<file path="src/rtl/pwm_bar_pkg.sv">
// ---------------------------------------------------------------------------
// pwm_bar_pkg
// Shared definitions for the PWM bargraph decoder: LED count, default
// frame/threshold parameters, the per-LED duty level type and the per-frame
// decode outcome type.
// ---------------------------------------------------------------------------
package pwm_bar_pkg;

    localparam int N_LEDS          = 8;
    localparam int DEF_PWM_BITS    = 8;
    localparam int DEF_HIGH_THRESH = 200;
    localparam int DEF_MID_THRESH  = 50;
    localparam int DEF_STEP_W      = 18;

    typedef enum logic [1:0] {
        LVL_OFF  = 2'd0,
        LVL_MID  = 2'd1,
        LVL_FULL = 2'd2
    } level_t;

    typedef enum logic [2:0] {
        DEC_BLANK = 3'd0,
        DEC_ERR   = 3'd1,
        DEC_FIRST = 3'd2,
        DEC_HOLD  = 3'd3,
        DEC_STEP  = 3'd4
    } decode_t;

endpackage

</file>
<file path="src/rtl/pwm_duty_meter.sv">
// ---------------------------------------------------------------------------
// pwm_duty_meter
// Counts the high cycles of one PWM LED line over a frame. On the frame-end
// strobe the count, including that final cycle's sample, is latched into
// duty and the running counter restarts.
//
// Ports:
//   clk        clock
//   rst        synchronous active-high reset
//   led        PWM LED line being measured
//   frame_end  high in the last cycle of each frame (shared by all meters)
//   duty       high-cycle count of the last completed frame (0..2^PWM_BITS)
// ---------------------------------------------------------------------------
module pwm_duty_meter
    import pwm_bar_pkg::*;
#(
    parameter int PWM_BITS = DEF_PWM_BITS
) (
    input  logic                clk,
    input  logic                rst,
    input  logic                led,
    input  logic                frame_end,
    output logic [PWM_BITS:0]   duty
);

    logic [PWM_BITS:0] hi_count;
    logic [PWM_BITS:0] sample;

    assign sample = {{PWM_BITS{1'b0}}, led};

    always_ff @(posedge clk) begin
        if (rst) begin
            hi_count <= '0;
            duty     <= '0;
        end else if (frame_end) begin
            duty     <= hi_count + sample;
            hi_count <= '0;
        end else begin
            hi_count <= hi_count + sample;
        end
    end

endmodule

</file>
<file path="src/rtl/pwm_bar_decoder.sv">
// ---------------------------------------------------------------------------
// pwm_bar_decoder
// Monitors the 8 PWM LED bargraph lines. Each 2^PWM_BITS-cycle frame the
// per-LED duty is measured and classified OFF/MID/FULL; the pattern is then
// checked for a single bright spot with dim neighbours, and the position,
// direction of travel and frames-per-step period are reported.
//
// Ports:
//   clk          clock
//   rst          synchronous active-high reset
//   led_in       PWM LED lines, bit i = LED i
//   frame_done   one-cycle pulse when the decode results update
//   pos          decoded bright-spot position
//   pos_valid    last completed frame held a valid pattern
//   dir          0 = moving up, 1 = moving down
//   step_strobe  one-cycle pulse, position moved by exactly one
//   step_period  frames between the last two steps, saturating
//   blank        last frame had all LEDs OFF
//   pattern_err  one-cycle pulse, malformed frame or illegal jump
// ---------------------------------------------------------------------------
module pwm_bar_decoder
    import pwm_bar_pkg::*;
#(
    parameter int PWM_BITS    = DEF_PWM_BITS,
    parameter int HIGH_THRESH = DEF_HIGH_THRESH,
    parameter int MID_THRESH  = DEF_MID_THRESH,
    parameter int STEP_W      = DEF_STEP_W
) (
    input  logic                clk,
    input  logic                rst,
    input  logic [N_LEDS-1:0]   led_in,
    output logic                frame_done,
    output logic [2:0]          pos,
    output logic                pos_valid,
    output logic                dir,
    output logic                step_strobe,
    output logic [STEP_W-1:0]   step_period,
    output logic                blank,
    output logic                pattern_err
);

    localparam logic [PWM_BITS-1:0] FC_MAX   = '1;
    localparam logic [STEP_W-1:0]   STEP_MAX = '1;
    localparam logic [PWM_BITS:0]   HIGH_T   = HIGH_THRESH[PWM_BITS:0];
    localparam logic [PWM_BITS:0]   MID_T    = MID_THRESH[PWM_BITS:0];

    logic [PWM_BITS-1:0] fc;
    logic                frame_end;
    logic                frame_end_d;
    logic [PWM_BITS:0]   duty [N_LEDS];
    level_t              lvl  [N_LEDS];

    logic [3:0]          full_cnt;
    logic [2:0]          full_idx;
    logic                any_on;
    logic                shape_ok;
    logic [2:0]          li;
    level_t              want;
    logic                step_up;
    logic                step_dn;
    decode_t             outcome;

    logic                have_ref;
    logic [STEP_W-1:0]   fss;
    logic [STEP_W-1:0]   fss_inc;

    assign frame_end = (fc == FC_MAX);

    for (genvar g = 0; g < N_LEDS; g++) begin : g_meter
        pwm_duty_meter #(
            .PWM_BITS (PWM_BITS)
        ) u_meter (
            .clk       (clk),
            .rst       (rst),
            .led       (led_in[g]),
            .frame_end (frame_end),
            .duty      (duty[g])
        );
    end

    always_comb begin
        for (int i = 0; i < N_LEDS; i++) begin
            if (duty[i] >= HIGH_T) begin
                lvl[i] = LVL_FULL;
            end else if (duty[i] >= MID_T) begin
                lvl[i] = LVL_MID;
            end else begin
                lvl[i] = LVL_OFF;
            end
        end
    end

    // Locate the FULL LED; full_idx is only meaningful when exactly one exists.
    always_comb begin
        full_cnt = '0;
        full_idx = '0;
        any_on   = 1'b0;
        for (int i = 0; i < N_LEDS; i++) begin
            if (lvl[i] == LVL_FULL) begin
                full_cnt = full_cnt + 4'd1;
                full_idx = 3'(i);
            end
            if (lvl[i] != LVL_OFF) begin
                any_on = 1'b1;
            end
        end
    end

    // Compare every LED against the ideal shape around full_idx; the guards
    // on 0 and 7 stop the 3-bit neighbour arithmetic from wrapping round.
    always_comb begin
        shape_ok = (full_cnt == 4'd1);
        li       = '0;
        want     = LVL_OFF;
        for (int i = 0; i < N_LEDS; i++) begin
            li = 3'(i);
            if (li == full_idx) begin
                want = LVL_FULL;
            end else if ((full_idx != 3'd7 && li == full_idx + 3'd1) ||
                         (full_idx != 3'd0 && li == full_idx - 3'd1)) begin
                want = LVL_MID;
            end else begin
                want = LVL_OFF;
            end
            if (lvl[i] != want) begin
                shape_ok = 1'b0;
            end
        end
    end

    assign step_up = (full_idx == pos + 3'd1) && (pos != 3'd7);
    assign step_dn = (full_idx == pos - 3'd1) && (pos != 3'd0);
    assign fss_inc = (fss == STEP_MAX) ? fss : fss + 1'b1;

    always_comb begin
        outcome = DEC_ERR;
        if (!any_on) begin
            outcome = DEC_BLANK;
        end else if (!shape_ok) begin
            outcome = DEC_ERR;
        end else if (!have_ref) begin
            outcome = DEC_FIRST;
        end else if (full_idx == pos) begin
            outcome = DEC_HOLD;
        end else if (step_up || step_dn) begin
            outcome = DEC_STEP;
        end else begin
            outcome = DEC_ERR;
        end
    end

    // Decode runs in the fc=0 cycle, one cycle after duty was latched, so
    // the results and pulses appear in the fc=1 cycle.
    always_ff @(posedge clk) begin
        if (rst) begin
            fc          <= '0;
            frame_end_d <= 1'b0;
            frame_done  <= 1'b0;
            pos         <= '0;
            pos_valid   <= 1'b0;
            dir         <= 1'b0;
            step_strobe <= 1'b0;
            step_period <= '0;
            blank       <= 1'b0;
            pattern_err <= 1'b0;
            have_ref    <= 1'b0;
            fss         <= '0;
        end else begin
            fc          <= fc + 1'b1;
            frame_end_d <= frame_end;
            frame_done  <= frame_end_d;
            step_strobe <= 1'b0;
            pattern_err <= 1'b0;
            if (frame_end_d) begin
                fss <= fss_inc;
                case (outcome)
                    DEC_BLANK: begin
                        blank     <= 1'b1;
                        pos_valid <= 1'b0;
                        have_ref  <= 1'b0;
                    end
                    DEC_FIRST: begin
                        blank     <= 1'b0;
                        pos_valid <= 1'b1;
                        pos       <= full_idx;
                        have_ref  <= 1'b1;
                    end
                    DEC_HOLD: begin
                        blank     <= 1'b0;
                        pos_valid <= 1'b1;
                        pos       <= full_idx;
                    end
                    DEC_STEP: begin
                        blank       <= 1'b0;
                        pos_valid   <= 1'b1;
                        pos         <= full_idx;
                        step_strobe <= 1'b1;
                        dir         <= step_dn;
                        step_period <= fss_inc;
                        fss         <= '0;
                    end
                    default: begin
                        blank       <= 1'b0;
                        pos_valid   <= 1'b0;
                        have_ref    <= 1'b0;
                        pattern_err <= 1'b1;
                    end
                endcase
            end
        end
    end

endmodule

</file>
<file path="config.mk">
export PLATFORM = sky130hd
export DESIGN_NAME = pwm_bar_decoder
export DESIGN_NICKNAME = d
export VERILOG_FILES = /design/src/rtl/pwm_bar_pkg.sv /design/src/rtl/pwm_duty_meter.sv /design/src/rtl/pwm_bar_decoder.sv
export SDC_FILE = /design/constraint.sdc
export NUM_CORES = 1
export LEC_CHECK = 0
export ABC_CLOCK_PERIOD_IN_PS = 16500
export CORE_MARGIN = 1
export CORE_UTILIZATION = 46
export CTS_CLUSTER_DIAMETER = 150
export DETAILED_ROUTE_END_ITERATION = 12
export PLACE_DENSITY = 0.62
export SLEW_MARGIN = 25
export SYNTH_ARGS = -nofsm -noshare
export SYNTH_HDL_FRONTEND = slang
export SYNTH_SLANG_ARGS = --single-unit
export TNS_END_PERCENT = 30
</file>
<file path="constraint.sdc">
create_clock -name clk -period 16.5 [get_ports clk]
set_input_delay 4.95 -clock clk [delete_from_list [all_inputs] [get_ports clk]]
set_output_delay 4.95 -clock clk [all_outputs]
set_load 0.02 [all_outputs]
</file>
==> metrics.cfg, run 1 <==
[min_path]
hp-start=g_meter[4].u_meter.duty[1]
hold_depth=2
min_to=g_meter[4].u_meter.duty[1]
hold_class=flip-flop to flip-flop

[job]
drv_cap=0

[timing]
max_freq_mhz=139
fin_crit_sh_pct=43.7
drv_slew=0
max_slew_margin_pct=36.1
skew_ns=0.0104
tightest_slew_ns=0.958
rsz0062_at_grt=false
hold_viol_final=0
setup_viol=0
fin_setup_tns_ns=0
period_minus_slack_ns=7.21

[drt]
detail_route.iter0.violations=354
ant_nets=0
post_drt_wl_per_cell_um=14.6
wirelength_um=19300
dr.pass1.iters=5
vias=7160
drc=0
vias_per_cell=5.42

[synthesis]
synth_area_mm2=0.00922
synthArstFlopShare_pct=0
synthTopCellsByArea=dfxtp_1 41%, nor2_1 7.0%, xor2_1 5.8%
yosys.area_share.simple_pct=24.9
yosysTopAreaCellShare_pct=41.5
synth_cell_types=81
synth_compound_area_share_pct=13.5
syn_nets=1084
synth-adder-area-share_pct=4.21
synth_mux_area_share_pct=2.47
synth_top_family_by_area=simple AND/OR/NAND/NOR gates
synth_xor_xnor_area_share_pct=10.2
synth_area_per_cell_um2=8.84
synth_edf_count=0
yosys_most_used_dff=dfxtp_1
synth_warnings=0
yosysSeqAreaShare_pct=41.5
syn_inst=1043
ys_seq_elements=191
synth_area_leader_cell=dfxtp_1

[power_and_ir_drop]
power_leakage_uw=0.00390
powerDensity_mw_per_mm2=91.8
ir_drop_mv=0.0682

[worst_setup_path]
reg2reg_to=dir
path_max_fanout=17
r2r_slack_ns=9.29
critPathLaunchType=flip-flop
crit_top_cell=ha_1
cp-end-kind=flip-flop
r2r_start=g_meter[1].u_meter.duty[3]
critPathRequiredTime_ns=16.86
critPathSlowestCell=and4_1
worst-path-buf-inv=2
worstSetupPathType=flip-flop to flip-flop
slowest_delay_ns=0.65
rr_worst_depth=27
critPathTopFamily=simple AND/OR/NAND/NOR gates
startpoint=g_meter[1].u_meter.duty[3]
arrival_ns=7.57

[cts]
cts_hold_buf=0
htree_levels=4
cts_setup_buffers=0
clk_path_buf_depth=2
numCtsBuffers=17
clk_latency_ns=0.43
path_clk_slew_ns=0.07
cts_resized=0
cts_root_buf=clkbuf_16
cts_tree=built
cts_sinks=191

[global_routing]
grt_pass1_wl_um=32200
gr-total-overflow=0
grt_pass1_vias=6521
grt_antenna_before_repair=0
grt_max_degree=104
grtUsageTotal_pct=19.6

[place]
portBuffers=36
dpl.hpwl_um=13400
gp_congestion=0.903
placed_cells=1291

[cells_and_area]
diodes=0
nets=1086
final_util_pct=53.1
instances_no_fill=1322
area.growth.synth_to_final_pct=12.4
drive_above_1_share_pct=5.96

[die]
die_h_um=144
die_x_um=144
start_util_pct=47.2
dieArea_mm2=0.0206
core_mm2=0.0195
num_rows=51
ios=37

[run_status]
outcome=completed

-- worst min-delay path, cell delays in order, from the launching register on --
cell,delay (ns)
dfxtp_1,0.31
nand2_1,0.05
a21oi_1,0.05
-- worst max-delay path by stage --
| stage | end | slack (ns) | cells past startpoint |
|---|---|---|---|
| 3_3_place_gp | dir | 9.57 | 27 |
| 2_1_floorplan | g_meter[0].u_meter.hi_count[8] | 10.43 | 5 |
| 4_1_cts | dir | 9.35 | 27 |
| 5_1_grt | dir | 8.66 | 27 |
| 3_5_place_dp | dir | 9.38 | 27 |
| 6_report | dir | 9.29 | 27 |
-- power breakdown --
group / leakage, uW / total [uW] / switching (uW) / internal [uW]
registers: 0.00154 / 473 / 5.40 / 467
clock network: 0.000311 / 452 / 178 / 274
logic: 0.00204 / 27.2 / 16.1 / 11.1
-- logic make-up after synthesis --
group	Yosys count
AO/OA/AOI/OAI	169
XOR/XNOR	103
adder cells (fa/ha/maj)	31
buffers and inverters	74
flip-flops	191
multiplexers	20
AND/OR/NAND/NOR	455
-- metal layers --
metal | GRT usage (%) | wire (um) | vias to the layer above
li1 | - | - | 3699
met1 | 27.5 | 9830 | 3348
met2 | 30.5 | 8640 | 101
met3 | 3.67 | 635 | 12
met4 | 5.54 | 181 | 0
met5 | 0 | 0 | -
-- layout by cell type, fill, tap and decap left out, types with 7 or more instances in the layout --
cell type        instances
dfxtp_1                190
xnor2_1                 39
a21oi_1                 24
o21ai_1                 11
nand3_1                 50
clkbuf_16               17
mux2i_1                  7
xor2_1                  61
a211oi_1                58
nor4_1                  10
inv_1                   14
nor3_1                  20
nand2b_1                11
o311ai_0                 9
clkdlybuf4s50_1         35
nor2b_1                 15
mux2_1                  10
and3_1                  19
ha_1                    31
nand2_1                 63
nand4_1                 22
o311a_1                  9
nor2_1                 172
and2_1                  28
o21ai_0                 14
-- layout make-up --
cell class / count / area, um2
clock buffers: 19 / 443
flip-flops and latches: 191 / 3820
clock inverters: 12 / 205
inverters: 17 / 63.8
fillers: 1839 / 9160
well taps: 265 / 332
multi-input cells: 778 / 5110
repair buffers: 40 / 388
-- cell usage after synthesis (22+ instances only) --
library cell	instances
dfxtp_1	191
nor2_1	172
nand2_1	63
xor2_1	61
a211oi_1	58
nand3_1	50
clkbuf_1	44
xnor2_1	39
ha_1	31
and2_1	28
a21oi_1	24
nand4_1	22
-- registers in the layout, summed over array words and instances, names as in the netlist, 3 cells and up --
signal                    count
g_meter.u_meter.hi_count     72
g_meter.u_meter.duty         64
fss                          18
step_period                  18
fc                            8
pos                           3
-- stage by stage --
step | total power, uW | cell area, um2 | setup WS [ns] | hold slack, ns
3_5_place_dp | 511 | 9720 | 9.38 | 0.443
6_report | 952 | 10400 | 9.29 | 0.454
2_1_floorplan | 502 | 9220 | 10.43 | 0.418
3_3_place_gp | 510 | 9710 | 9.57 | 0.435
4_1_cts | 963 | 10400 | 9.35 | 0.455
5_1_grt | 987 | 10400 | 8.66 | 0.471
Note: power is estimated with default switching activity, not from simulation.
==> run 2: changes to the inputs <==
--- a/config.mk
+++ b/config.mk
@@ -5,7 +5,7 @@
 export SDC_FILE = /design/constraint.sdc
 export NUM_CORES = 1
 export LEC_CHECK = 0
-export ABC_CLOCK_PERIOD_IN_PS = 16500
+export ABC_CLOCK_PERIOD_IN_PS = 7130
 export CORE_MARGIN = 1
 export CORE_UTILIZATION = 46
 export CTS_CLUSTER_DIAMETER = 150
==> constraint.sdc (replaced) <==
create_clock -name clk -period 7.13 [get_ports clk]
set_input_delay 2.139 -clock clk [delete_from_list [all_inputs] [get_ports clk]]
set_output_delay 2.139 -clock clk [all_outputs]
set_load 0.02 [all_outputs]
==> metrics.cfg, run 2 (synthesis gave the netlist of run 1 again) <==
[timing]
hold_viol_final=0  ; unchanged
tightest_slew_ns=0.907  ; -0.0508 ns
finalHoldWorstSlack_ns=0.456  ; +0.00157 ns
fin_setup_tns_ns=0  ; unchanged
max_freq_mhz=152  ; +9.5%
skew_ns=0.00783  ; -0.00258 ns
setup_viol=0  ; unchanged
fin_crit_sh_pct=92.3  ; +49 points
rsz0062_at_grt=false
period_minus_slack_ns=6.58  ; -0.624 ns
max_slew_margin_pct=39.3  ; +3.2 points
drv_slew=0  ; unchanged

[cts]
cts_root_buf=clkbuf_16
cts_tree=built
htree_levels=4  ; unchanged
cts_sinks=191  ; unchanged
path_clk_slew_ns=0.07  ; about the same
numCtsBuffers=17  ; unchanged
clk_path_buf_depth=2  ; unchanged
cts_hold_buf=0  ; unchanged
cts_setup_buffers=0  ; unchanged
clk_latency_ns=0.43  ; about the same

[worst_setup_path]
critPathLaunchType=flip-flop
cp-end-kind=flip-flop
crit_top_cell=ha_1
worstSetupPathType=flip-flop to flip-flop
critPathSlowestCell=or4b_1
slowest_delay_ns=0.50  ; -0.15 ns
arrival_ns=6.89  ; -0.68 ns
path_max_fanout=10  ; -7
critPathTopFamily=simple AND/OR/NAND/NOR gates
critPathRequiredTime_ns=7.44  ; -9.42 ns
worst-path-buf-inv=2  ; unchanged

[cells_and_area]
nets=1089  ; +0.28%
drive_above_1_share_pct=6.50  ; +0.54 points
area.growth.synth_to_final_pct=12.1
regMostFlops=g_meter.u_meter.hi_count
final_cell_mix=191 x dfxtp_1, 172 x nor2_1, 63 x nand2_1, 61 x xor2_1, 58 x a211oi_1
fillers=1871  ; +1.7%
fin_area_mm2=0.0103  ; -0.27%
final_util_pct=52.9  ; -0.14 points
final_common_cell=dfxtp_1
largest_reg_flops=72  ; unchanged
diodes=0  ; unchanged
top_regs=g_meter.u_meter.hi_count (72), g_meter.u_meter.duty (64)

[global_routing]
grt.met2_usage_pct=31.3  ; +0.79 points
grt_pass1_wl_um=32500  ; +1.1%
met3_usage_pct=3.57  ; -0.10 points
grt_max_degree=77  ; -26%
grtUsageTotal_pct=19.8  ; +0.24 points
gr-total-overflow=0  ; unchanged
grt_pass1_vias=6688  ; +2.6%
grt_antenna_before_repair=0  ; unchanged
grtUsageMet1_pct=27.0  ; -0.47 points
busiest_layer=met2

[place]
portBuffers=36  ; unchanged
dpl-instance-area_mm2=0.00973  ; +0.17%
gp_congestion=0.901  ; -0.24%
dpl.hpwl_um=13500  ; +1.2%

[die]
die_h_um=144  ; unchanged
ios=37  ; unchanged
dieArea_mm2=0.0206  ; unchanged
die_x_um=144  ; unchanged
core_mm2=0.0195  ; unchanged
num_rows=51  ; unchanged
start_util_pct=47.2  ; unchanged

[power_and_ir_drop]
ir_drop_mv=0.155  ; +130%
powerDensity_mw_per_mm2=204  ; +120%
power_leakage_uw=0.00390  ; about the same
p_total_uw=2100  ; +120%

[drt]
dr.pass1.iters=5  ; unchanged
post_drt_wl_per_cell_um=14.5  ; -0.70%
detail_route.iter0.violations=366  ; +3.4%
drc=0  ; unchanged
vias_per_cell=5.41  ; -0.18%
ant_nets=0  ; unchanged
vias=7169  ; +0.13%
wirelength_um=19200  ; -0.40%

[min_path]
hold_class=flip-flop to flip-flop

[job]
drv_cap=0  ; unchanged

[run_status]
outcome=completed

==> run 2: final timing paths <==
| check | cells after the start | to | start | slack [ns] |
|---|---|---|---|---|
| setup / recovery | 27 | step_period[5] | g_meter[1].u_meter.duty[3] | 0.55 |
| setup reg to reg | 27 | step_period[5] | g_meter[1].u_meter.duty[3] | 0.55 |
| hold / removal | 1 | fc[0] | fc[0] | 0.46 |
| hold reg to reg | 1 | fc[0] | fc[0] | 0.46 |
==> run 2: timing repair <==
action | 4_1_cts | 5_1_grt
hold endpoints to repair | 0 | 0
resized for setup | 0 | 3
endpoints found under the setup margin | 0 | 29
==> run 2: per-layer routing <==
metal	part of all wire (%)	wire, um	up-vias
li1	-	-	3721
met1	50	9580	3296
met2	45	8610	129
met3	3.6	696	23
met4	1.6	314	0
met5	0	0	-
==> run 2: power by group <==
part,leakage [uW],internal [uW],switching (uW)
logic,0.00206,26.0,37.3
registers,0.00154,1080,12.5
clock network,0.000291,536,411
total,0.00390,1640,461
==> run 2: metrics by stage <==
step / worst slack [ns] / std cells
2_1_floorplan: 1.13 / 1043
3_3_place_gp: 0.491 / 1294
3_5_place_dp: 0.292 / 1294
4_1_cts: 0.283 / 1326
5_1_grt: 0.00738 / 1326
6_report: 0.546 / 1326
==> run 2: cell type report <==
type	count	area, um2	area share [%]
flip-flops and latches	191	3820	37.0
well taps	265	332	3.21
repair buffers	43	410	3.97
clock inverters	13	138	1.33
inverters	17	63.8	0.617
clock buffers	19	453	4.38
multi-input cells	778	5120	49.5
